==> src/rtl/spi_slave.sv <==
// spi_slave: SPI mode-0 responder (sample MOSI on rising SCK, drive MISO on falling SCK,
// MSB first, 8-bit bytes). SCK, CS and MOSI are oversampled on the system clock through
// SYNC_STAGES-deep synchronizers. Local side: 1-deep tx holding register with valid/ready
// handshake and a single-cycle rx_done strobe.
// Optional feature: define SPI_SLAVE_ERR_EN to add O_err (aborted byte / tx underrun pulse).
module spi_slave #(
   parameter int unsigned SYNC_STAGES = 2
) (
   input  logic       I_clk,
   input  logic       I_rst_n,
   input  logic       I_spi_sck,
   input  logic       I_spi_cs,
   input  logic       I_spi_mosi,
   output logic       O_spi_miso,
   input  logic [7:0] I_tx_data,
   input  logic       I_tx_valid,
   output logic       O_tx_ready,
   output logic [7:0] O_rx_data,
   output logic       O_rx_done,
`ifdef SPI_SLAVE_ERR_EN
   output logic       O_err,
`endif
   output logic       O_busy
);

   typedef enum logic [0:0] {StIdle, StActive} state_e;

   state_e                 state_q, state_d;
   logic [SYNC_STAGES-1:0] sck_sync_q, sck_sync_d;
   logic [SYNC_STAGES-1:0] cs_sync_q, cs_sync_d;
   logic [SYNC_STAGES-1:0] mosi_sync_q, mosi_sync_d;
   logic                   sck_dly_q, sck_dly_d;
   logic                   cs_dly_q, cs_dly_d;
   logic [2:0]             bit_cnt_q, bit_cnt_d;
   logic                   seen_rise_q, seen_rise_d;
   logic [7:0]             rx_shift_q, rx_shift_d;
   logic [7:0]             tx_shift_q, tx_shift_d;
   logic [7:0]             hold_q, hold_d;
   logic                   hold_full_q, hold_full_d;
   logic                   miso_q, miso_d;
   logic [7:0]             rx_data_q, rx_data_d;
   logic                   rx_done_q, rx_done_d;
   logic                   byte_done_q, byte_done_d;
`ifdef SPI_SLAVE_ERR_EN
   logic                   err_q, err_d;
`endif

   logic sck_s, cs_s, mosi_s;
   logic sck_rise, sck_fall, cs_rise, cs_fall;
   logic load, accept;

   assign sck_s    = sck_sync_q[SYNC_STAGES-1];
   assign cs_s     = cs_sync_q[SYNC_STAGES-1];
   assign mosi_s   = mosi_sync_q[SYNC_STAGES-1];
   assign sck_rise = sck_s & ~sck_dly_q;
   assign sck_fall = ~sck_s & sck_dly_q;
   assign cs_rise  = cs_s & ~cs_dly_q;
   assign cs_fall  = ~cs_s & cs_dly_q;
   assign accept   = I_tx_valid & ~hold_full_q;

   // Synchronizer shift chains and edge-detect delay flops
   always_comb begin
      sck_sync_d  = {sck_sync_q[SYNC_STAGES-2:0], I_spi_sck};
      cs_sync_d   = {cs_sync_q[SYNC_STAGES-2:0], I_spi_cs};
      mosi_sync_d = {mosi_sync_q[SYNC_STAGES-2:0], I_spi_mosi};
      sck_dly_d   = sck_s;
      cs_dly_d    = cs_s;
   end

   // Frame FSM, shift registers, holding register and rx handoff
   always_comb begin
      state_d     = state_q;
      bit_cnt_d   = bit_cnt_q;
      seen_rise_d = seen_rise_q;
      rx_shift_d  = rx_shift_q;
      tx_shift_d  = tx_shift_q;
      miso_d      = miso_q;
      rx_data_d   = rx_data_q;
      rx_done_d   = 1'b0;
      byte_done_d = 1'b0;
      load        = 1'b0;
`ifdef SPI_SLAVE_ERR_EN
      err_d       = 1'b0;
`endif

      unique case (state_q)
         StIdle: begin
            miso_d      = 1'b0;
            bit_cnt_d   = 3'd0;
            rx_shift_d  = 8'h00;
            seen_rise_d = 1'b0;
            if (cs_fall) begin
               state_d = StActive;
               load    = 1'b1;
            end
         end
         StActive: begin
            if (cs_rise) begin
               // Any partial byte is dropped; the holding register is left untouched
               state_d     = StIdle;
               miso_d      = 1'b0;
               bit_cnt_d   = 3'd0;
               rx_shift_d  = 8'h00;
               tx_shift_d  = 8'h00;
               seen_rise_d = 1'b0;
`ifdef SPI_SLAVE_ERR_EN
               err_d       = (bit_cnt_q != 3'd0);
`endif
            end else if (sck_rise) begin
               rx_shift_d  = {rx_shift_q[6:0], mosi_s};
               bit_cnt_d   = bit_cnt_q + 3'd1;
               seen_rise_d = 1'b1;
               byte_done_d = (bit_cnt_q == 3'd7);
            end else if (sck_fall) begin
               if (bit_cnt_q == 3'd0 && seen_rise_q) begin
                  load = 1'b1;
`ifdef SPI_SLAVE_ERR_EN
                  err_d = ~hold_full_q;
`endif
               end else begin
                  tx_shift_d = {tx_shift_q[6:0], 1'b0};
                  miso_d     = tx_shift_q[6];
               end
            end
         end
         default: state_d = StIdle;
      endcase

      // rx_shift_q still holds the full byte in the cycle after the 8th rise
      if (byte_done_q) begin
         rx_data_d = rx_shift_q;
         rx_done_d = 1'b1;
      end

      // Load uses pre-write holding contents; an empty holder sends zeros
      if (load) begin
         tx_shift_d = hold_full_q ? hold_q : 8'h00;
         miso_d     = hold_full_q & hold_q[7];
      end
   end

   // Holding register: accept only when empty, empty on load
   always_comb begin
      hold_d      = accept ? I_tx_data : hold_q;
      hold_full_d = (hold_full_q & ~load) | accept;
   end

   // State registers with asynchronous active-low reset
   always_ff @(posedge I_clk or negedge I_rst_n) begin
      if (!I_rst_n) begin
         state_q     <= StIdle;
         sck_sync_q  <= '0;
         cs_sync_q   <= '1;
         mosi_sync_q <= '0;
         sck_dly_q   <= 1'b0;
         cs_dly_q    <= 1'b1;
         bit_cnt_q   <= 3'd0;
         seen_rise_q <= 1'b0;
         rx_shift_q  <= 8'h00;
         tx_shift_q  <= 8'h00;
         hold_q      <= 8'h00;
         hold_full_q <= 1'b0;
         miso_q      <= 1'b0;
         rx_data_q   <= 8'h00;
         rx_done_q   <= 1'b0;
         byte_done_q <= 1'b0;
`ifdef SPI_SLAVE_ERR_EN
         err_q       <= 1'b0;
`endif
      end else begin
         state_q     <= state_d;
         sck_sync_q  <= sck_sync_d;
         cs_sync_q   <= cs_sync_d;
         mosi_sync_q <= mosi_sync_d;
         sck_dly_q   <= sck_dly_d;
         cs_dly_q    <= cs_dly_d;
         bit_cnt_q   <= bit_cnt_d;
         seen_rise_q <= seen_rise_d;
         rx_shift_q  <= rx_shift_d;
         tx_shift_q  <= tx_shift_d;
         hold_q      <= hold_d;
         hold_full_q <= hold_full_d;
         miso_q      <= miso_d;
         rx_data_q   <= rx_data_d;
         rx_done_q   <= rx_done_d;
         byte_done_q <= byte_done_d;
`ifdef SPI_SLAVE_ERR_EN
         err_q       <= err_d;
`endif
      end
   end

   assign O_spi_miso = miso_q;
   assign O_tx_ready = ~hold_full_q;
   assign O_rx_data  = rx_data_q;
   assign O_rx_done  = rx_done_q;
   assign O_busy     = ~cs_s;
`ifdef SPI_SLAVE_ERR_EN
   assign O_err      = err_q;
`endif

endmodule

==> config.mk <==
export PLATFORM = sky130hd
export DESIGN_NAME = spi_slave
export DESIGN_NICKNAME = d
export VERILOG_FILES = /design/src/rtl/spi_slave.sv
export SDC_FILE = /design/constraint.sdc
export NUM_CORES = 1
export LEC_CHECK = 0
export BUFFER_PORTS_ARGS = -buffer_cell sky130_fd_sc_hd__buf_2
export CORE_MARGIN = 2
export CORE_UTILIZATION = 45
export DETAILED_ROUTE_END_ITERATION = 8
export PLACE_DENSITY = 0.65
export SETUP_SLACK_MARGIN = 0.05
export SLEW_MARGIN = 0
export SYNTH_ARGS = -nofsm -noshare
export SYNTH_HDL_FRONTEND = slang
export SYNTH_SLANG_ARGS = --single-unit
==> constraint.sdc <==
create_clock -name I_clk -period 3.3 [get_ports I_clk]
set_input_delay 0.33 -clock I_clk [delete_from_list [all_inputs] [get_ports I_clk]]
set_output_delay 0.33 -clock I_clk [all_outputs]
set_load 0.005 [all_outputs]
### Yosys cells after proc, flatten, opt, wreduce, memory -nomap -nowiden

Cells that the tools add are included.

| operators by class | value |
|---|---|
| add/sub/neg operators | 1 |
| bitwise operators | 15 |
| divide/modulo/power cells | 0 |
| reductions and logical operators | 6 |
| multiplexer cells | 34 |
| shift-type cells | 0 |
| multipliers | 0 |
| equality and inequality tests | 7 |
| magnitude comparators | 0 |

Operator list:

| cell | number |
|---|---|
| 7-bit 2-to-1 mux | 7 |
| 1-bit 2-to-1 mux | 17 |
| 8-bit 2-to-1 mux | 2 |
| 8-bit one-hot mux with 2 select lines | 1 |
| 1-bit one-hot mux with 2 select lines | 4 |
| 1-bit bitwise AND | 7 |
| 1-bit inverter | 7 |
| 3-bit 2-to-1 mux | 2 |
| 3-bit by 1-bit inequality test with 1-bit output, second input constant | 2 |
| 3-bit one-hot mux with 2 select lines | 1 |
| 4-bit by 1-bit inequality test with 1-bit output, second input constant | 1 |
| 4-bit by 2-bit inequality test with 1-bit output, second input constant | 1 |
| 4-bit inequality test, second input constant | 1 |
| 4-bit AND reduction | 1 |
| 3-bit by 1-bit adder with 3-bit output, second input constant | 1 |
| 3-bit equality test, second input constant | 1 |
| 3-bit zero test | 1 |
| 3-bit inequality test, second input constant | 1 |
| 3-bit AND reduction | 1 |
| 3-bit nonzero test | 1 |
| 2-bit nonzero test | 1 |
| 1-bit logical AND | 1 |
| 1-bit bitwise OR | 1 |

| word-level totals | value |
|---|---|
| memories | 0 |
| bits of input ports | 14 |
| register bits after elaboration | 48 |
| memory bits (writable) | 0 |
| output and inout port bits | 12 |
| bits in latches | 0 |
| bits in read-only memories | 0 |
| word-level logic and storage cells | 79 |

### Longest topological paths before layout

| logic depth | value |
|---|---|
| depth after elaboration | 10 |
| mapped depth | 6 |

### Least setup slack after synthesis

Ideal clock, no wire load.

| timing | value |
|---|---|
| path kind | register to register |
| start point | register cs_dly_q |
| end point | register tx_shift_q[5] |
| stages on the path, launching flop included | 6 |
| path slack | 1,786 ps |
| data arrival time | 1,428 ps |
| setup time | 86 ps |
| clock period less this slack | 1,514 ps |
| path through | dfstp_2 or3b_1 buf_6 and2_4 buf_6 o221ai_2 |

| on the way | value |
|---|---|
| longest elaborated chain between the ends | 6 |
| elaborated cells on any way between the ends | 14 |

Ends and longest elaborated chain:

| what | line | RTL |
|---|---|---|
| from (decl) | 33 | `logic cs_dly_q, cs_dly_d;` |
| from (signal assigned) | 176 | `cs_dly_q <= cs_dly_d;` |
| 1-bit inverter | 57 | `assign cs_rise = cs_s & ~cs_dly_q;` |
| 1-bit bitwise AND | 57 |  |
| 1-bit 2-to-1 mux | 98 | `if (cs_rise) begin` |
| 1-bit one-hot mux with 2 select lines | 86 | `unique case (state_q)` |
| 3-bit inequality test (no source line) (tied with other cells) | -- |  |
| 4-bit AND reduction (no source line) | -- |  |
| to (signal assigned) | 180 | `tx_shift_q <= tx_shift_d;` |
| to (decl) | 37 | `logic [7:0] tx_shift_q, tx_shift_d;` |

Several ways; a longest one is shown, not always the timed one. The select of a mux whose other input is x is not followed.
A chain may end at the register's enable or synchronous reset.

### Worst setup path after layout

| timing | value |
|---|---|
| start point | register bit_cnt_q[0] |
| end point | register tx_shift_q[6] |

| on the way | value |
|---|---|
| longest elaborated chain between the ends | 9 |
| elaborated cells on any way between the ends | 13 |

Ends and longest elaborated chain:

| what | line | RTL |
|---|---|---|
| from (decl) | 34 | `logic [2:0] bit_cnt_q, bit_cnt_d;` |
| from (signal assigned) | 177 | `bit_cnt_q <= bit_cnt_d;` |
| 3-bit zero test * | 115 | `if (bit_cnt_q == 3'd0 && seen_rise_q) begin` |
| 1-bit logical AND * | 115 |  |
| 1-bit 2-to-1 mux | 115 |  |
| 1-bit 2-to-1 mux | 114 | `end else if (sck_fall) begin` |
| 1-bit 2-to-1 mux | 109 | `end else if (sck_rise) begin` |
| 1-bit 2-to-1 mux | 98 |  |
| 1-bit one-hot mux with 2 select lines | 86 |  |
| 3-bit inequality test (no source line) (tied with other cells) | -- |  |
| 4-bit AND reduction (no source line) | -- |  |

Mark *: on every way between the ends. The rest lies on a longest branch, timed or not.

==> key figures <==
Global routing
  – Pin count of the biggest net entering global routing: 49
  – Global-route wire length before repair: 5899 um
  – Grt ovf: 0
  – All-Layer GR Usage: 0.1512
  – Vias in the first global route: 1,289
  – Initial antenna violation count: 0

Floorplan
  – Die width: 69.63 um
  – Core Region: 4086 um2
  – Die area: 4848 um2
  – Initial Util: 0.4743
  – # IOs: 26
  – Die Height: 69.63 um
  – Row cnt: 23

Pwr
  – Sw Ratio: 0.2752
  – Sw power: 0.3652 mW
  – Pwr Density: 607.8 nW/um2
  – Flop pwr share: 0.558
  – Int Power: 0.9619 mW
  – Power share of the combinational group: 0.161
  – Peak VDD IR: 0.0003561 V
  – Clk pwr share: 0.281
  – P_leak: 1.039 nW

Timing
  – Slew @ Worst Pin: 1.025 ns
  – Setup_tns: 0 ns
  – RSZ-0062 raised after global routing: false
  – Fin. Hold Viols: 0
  – Min Clock Period, post-route: 1.701 ns
  – Worst rel slew slack: 0.3167
  – Max Clk Rate: 0.5880 GHz
  – Final setup vio count: 0
  – Final setup margin: 1.599 ns
  – Worst clock skew: 0.004284 ns
  – Fin. max-slew vios: 0
  – Fin crit share: 0.5154

Run status
  – Status: finished, final reports clean

Synthesis
  – Leading cell types by count after synthesis: dfrtp_1, nand2_1, inv_1
  – Synth Warn #: 0
  – Post-synth EDFFs: 0
  – Synth Flop Type: dfrtp_1
  – Count leader, synth: dfrtp_1
  – Synth area leaders: dfrtp_1, nand2_1, mux2_2
  – Mapped Area: 1938 um2
  – Async set or reset register ratio after synthesis: 1.000
  – Seq/Total Area, Yosys: 0.6217
  – Cell count after synthesis: 173
  – Post-synthesis net count: 190
  – Top cell type's share of synthesized area: 0.5810
  – Cell taking the most area after synthesis: dfrtp_1
  – Netlist cell types: 33
  – #FFs+latches synth: 48
  – Syn Area/Cell: 11.20 um2

CTS
  – CTS tree: yes
  – Longest Clk Path Bufs: 2
  – Htree depth: 2
  – Num CTS Buffers: 5
  – CTS Hold Bufs: 0
  – Clk root buf: clkbuf_8
  – CTS Sinks: 48
  – Cts repair resizes: 0
  – # Post-CTS Setup Buffers: 0
  – Clock latency on the worst-skew pair: 0.30 ns
  – CTS clock-pin slew for the worst setup and hold paths: 0.09 ns

Detailed routing
  – Antenna Nets Post-Route: 0
  – DR iter-0 viols: 67
  – Post-route DRC: 0
  – Vias: 1,278
  – WL/cell: 13.12 um
  – TritonRoute pass-1 iters: 4
  – DRT Wirelength: 3254 um
  – Vias per cell: 5.153

Min path
  – HP Class: in2reg

Final layout
  – Cell area after layout: 2183 um2
  – Final Net Count: 215
  – Share of layout cells above drive strength 1: 0.2576
  – Final Non-Filler Cells: 248
  – Area grow syn2layout: 12.65%
  – ANT cells: 0
  – Fill count: 365

Setup path
  – CP Max Fanout: 8
  – Startpoint types: flip-flop
  – Delay-heaviest family, CP: simple AND/OR/NAND/NOR gates
  – CP Class: reg2reg
  – Critical path data arrival time: 1.91 ns
  – CP bufs+invs: 1
  – Critical path required time: 3.51 ns
  – Worst-path cell chain: inv_1 > ha_1 > nand3b_1 > nor3b_1 > o21ai_4 > o221ai_1
  – Slowest CP cell: nor3b_1
  – Slowest cell delay on critical path: 0.47 ns
  – Critical path endpoint category: flip-flop

Job
  – Max-cap violations: 0

Placement
  – GP Congestion: 0.8038
  – HPWL Detailed: 2257 um
  – DP Area: 2087 um2
  – Inst Count DP: 241
  – Dpl ws: 1.581 ns
  – Port Buffer Count: 25
-- power by group through the flow --
stage / Clock, mW / Combinational [mW] / Sequential, mW
floorplan: 0 / 0.161 / 0.736
global placement: 0 / 0.208 / 0.749
detailed placement: 0 / 0.222 / 0.750
CTS: 0.379 / 0.220 / 0.741
global route: 0.404 / 0.249 / 0.752
finish: 0.373 / 0.213 / 0.741
-- logic make-up (layout without fill, tap and decap cells) --
| family | Yosys count | in the layout | synth area share |
|---|---|---|---|
| compound gates | 33 | 33 | 0.1181 |
| xor+xnor | 1 | 1 | 0.004520 |
| fa+ha+maj | 3 | 3 | 0.01937 |
| buf+inv | 20 | 45 | 0.04712 |
| flops | 48 | 48 | 0.6217 |
| mux | 8 | 8 | 0.04648 |
| simple gates | 60 | 60 | 0.1427 |
-- cells in the final DEF (no fill, tap or decap), types with 2 or more instances in the layout --
master	count
nor2_1	5
dfstp_2	3
clkbuf_8	7
inv_1	12
nand3_1	6
o221ai_1	5
ha_1	3
o21ai_0	10
nand3b_1	2
buf_2	25
mux2_2	8
dfrtp_1	45
nor2b_1	3
nand2_1	36
a21oi_1	10
-- flip-flops by register name, indices dropped and copies added (netlist names), 2 cells and up --
name         flops
tx_shift_q       7
mosi_sync_q      2
hold_q           8
rx_shift_q       8
cs_sync_q        2
sck_sync_q       2
O_rx_data        8
bit_cnt_q        3
-- worst register-to-register path, delay by kind of cell (launching register included) --
| family | cells | cell delay (ns) |
|---|---|---|
| AOI/OAI and AO/OA | 2 | 0.39 |
| adders and majority gates | 1 | 0.14 |
| buffers and inverters | 1 | 0.07 |
| DFF | 1 | 0.41 |
| and+or+nand+nor | 2 | 0.62 |
-- through the flow --
step | hold WS (ns) | utilization | total power, mW
floorplan | 0.03441 | - | 0.8974
global placement | 0.3383 | 0.5107 | 0.9575
detailed placement | 0.3434 | 0.5107 | 0.9715
CTS | 0.1154 | 0.5343 | 1.341
global route | 0.1070 | 0.5343 | 1.405
finish | 0.1249 | 0.5343 | 1.327
-- area by class of cell --
type	instances	area, um2	area share
clock buffers	7	96.34	0.04413
inverters	12	45.04	0.02063
multi-input cells	105	641.9	0.2940
flip-flops and latches	48	1205	0.5519
well taps	50	62.56	0.02865
repair buffers	26	132.6	0.06075
-- routing by layer --
| layer | GRT usage | wire length, um | vias to the layer above |
|---|---|---|---|
| met5 | 0 | 0 | - |
| li1 | - | - | 623 |
| met2 | 0.2564 | 1542 | 22 |
| met4 | 0.05769 | 55 | 0 |
| met3 | 0.04070 | 134 | 6 |
| met1 | 0.1844 | 1521 | 627 |
-- worst paths after layout --
path,start,end,slack (ns),cells past startpoint
worst max-delay path,bit_cnt_q[0],tx_shift_q[6],1.60,6
worst min-delay path,I_spi_cs,cs_sync_q[0],0.12,1
worst max register to register,bit_cnt_q[0],tx_shift_q[6],1.60,6
worst min register to register,mosi_sync_q[0],mosi_sync_q[1],0.36,0
max in group asynchronous,I_rst_n,bit_cnt_q[1],2.46,1
min in group asynchronous,I_rst_n,tx_shift_q[2],0.21,1
Power figures use the tool's default switching activity.
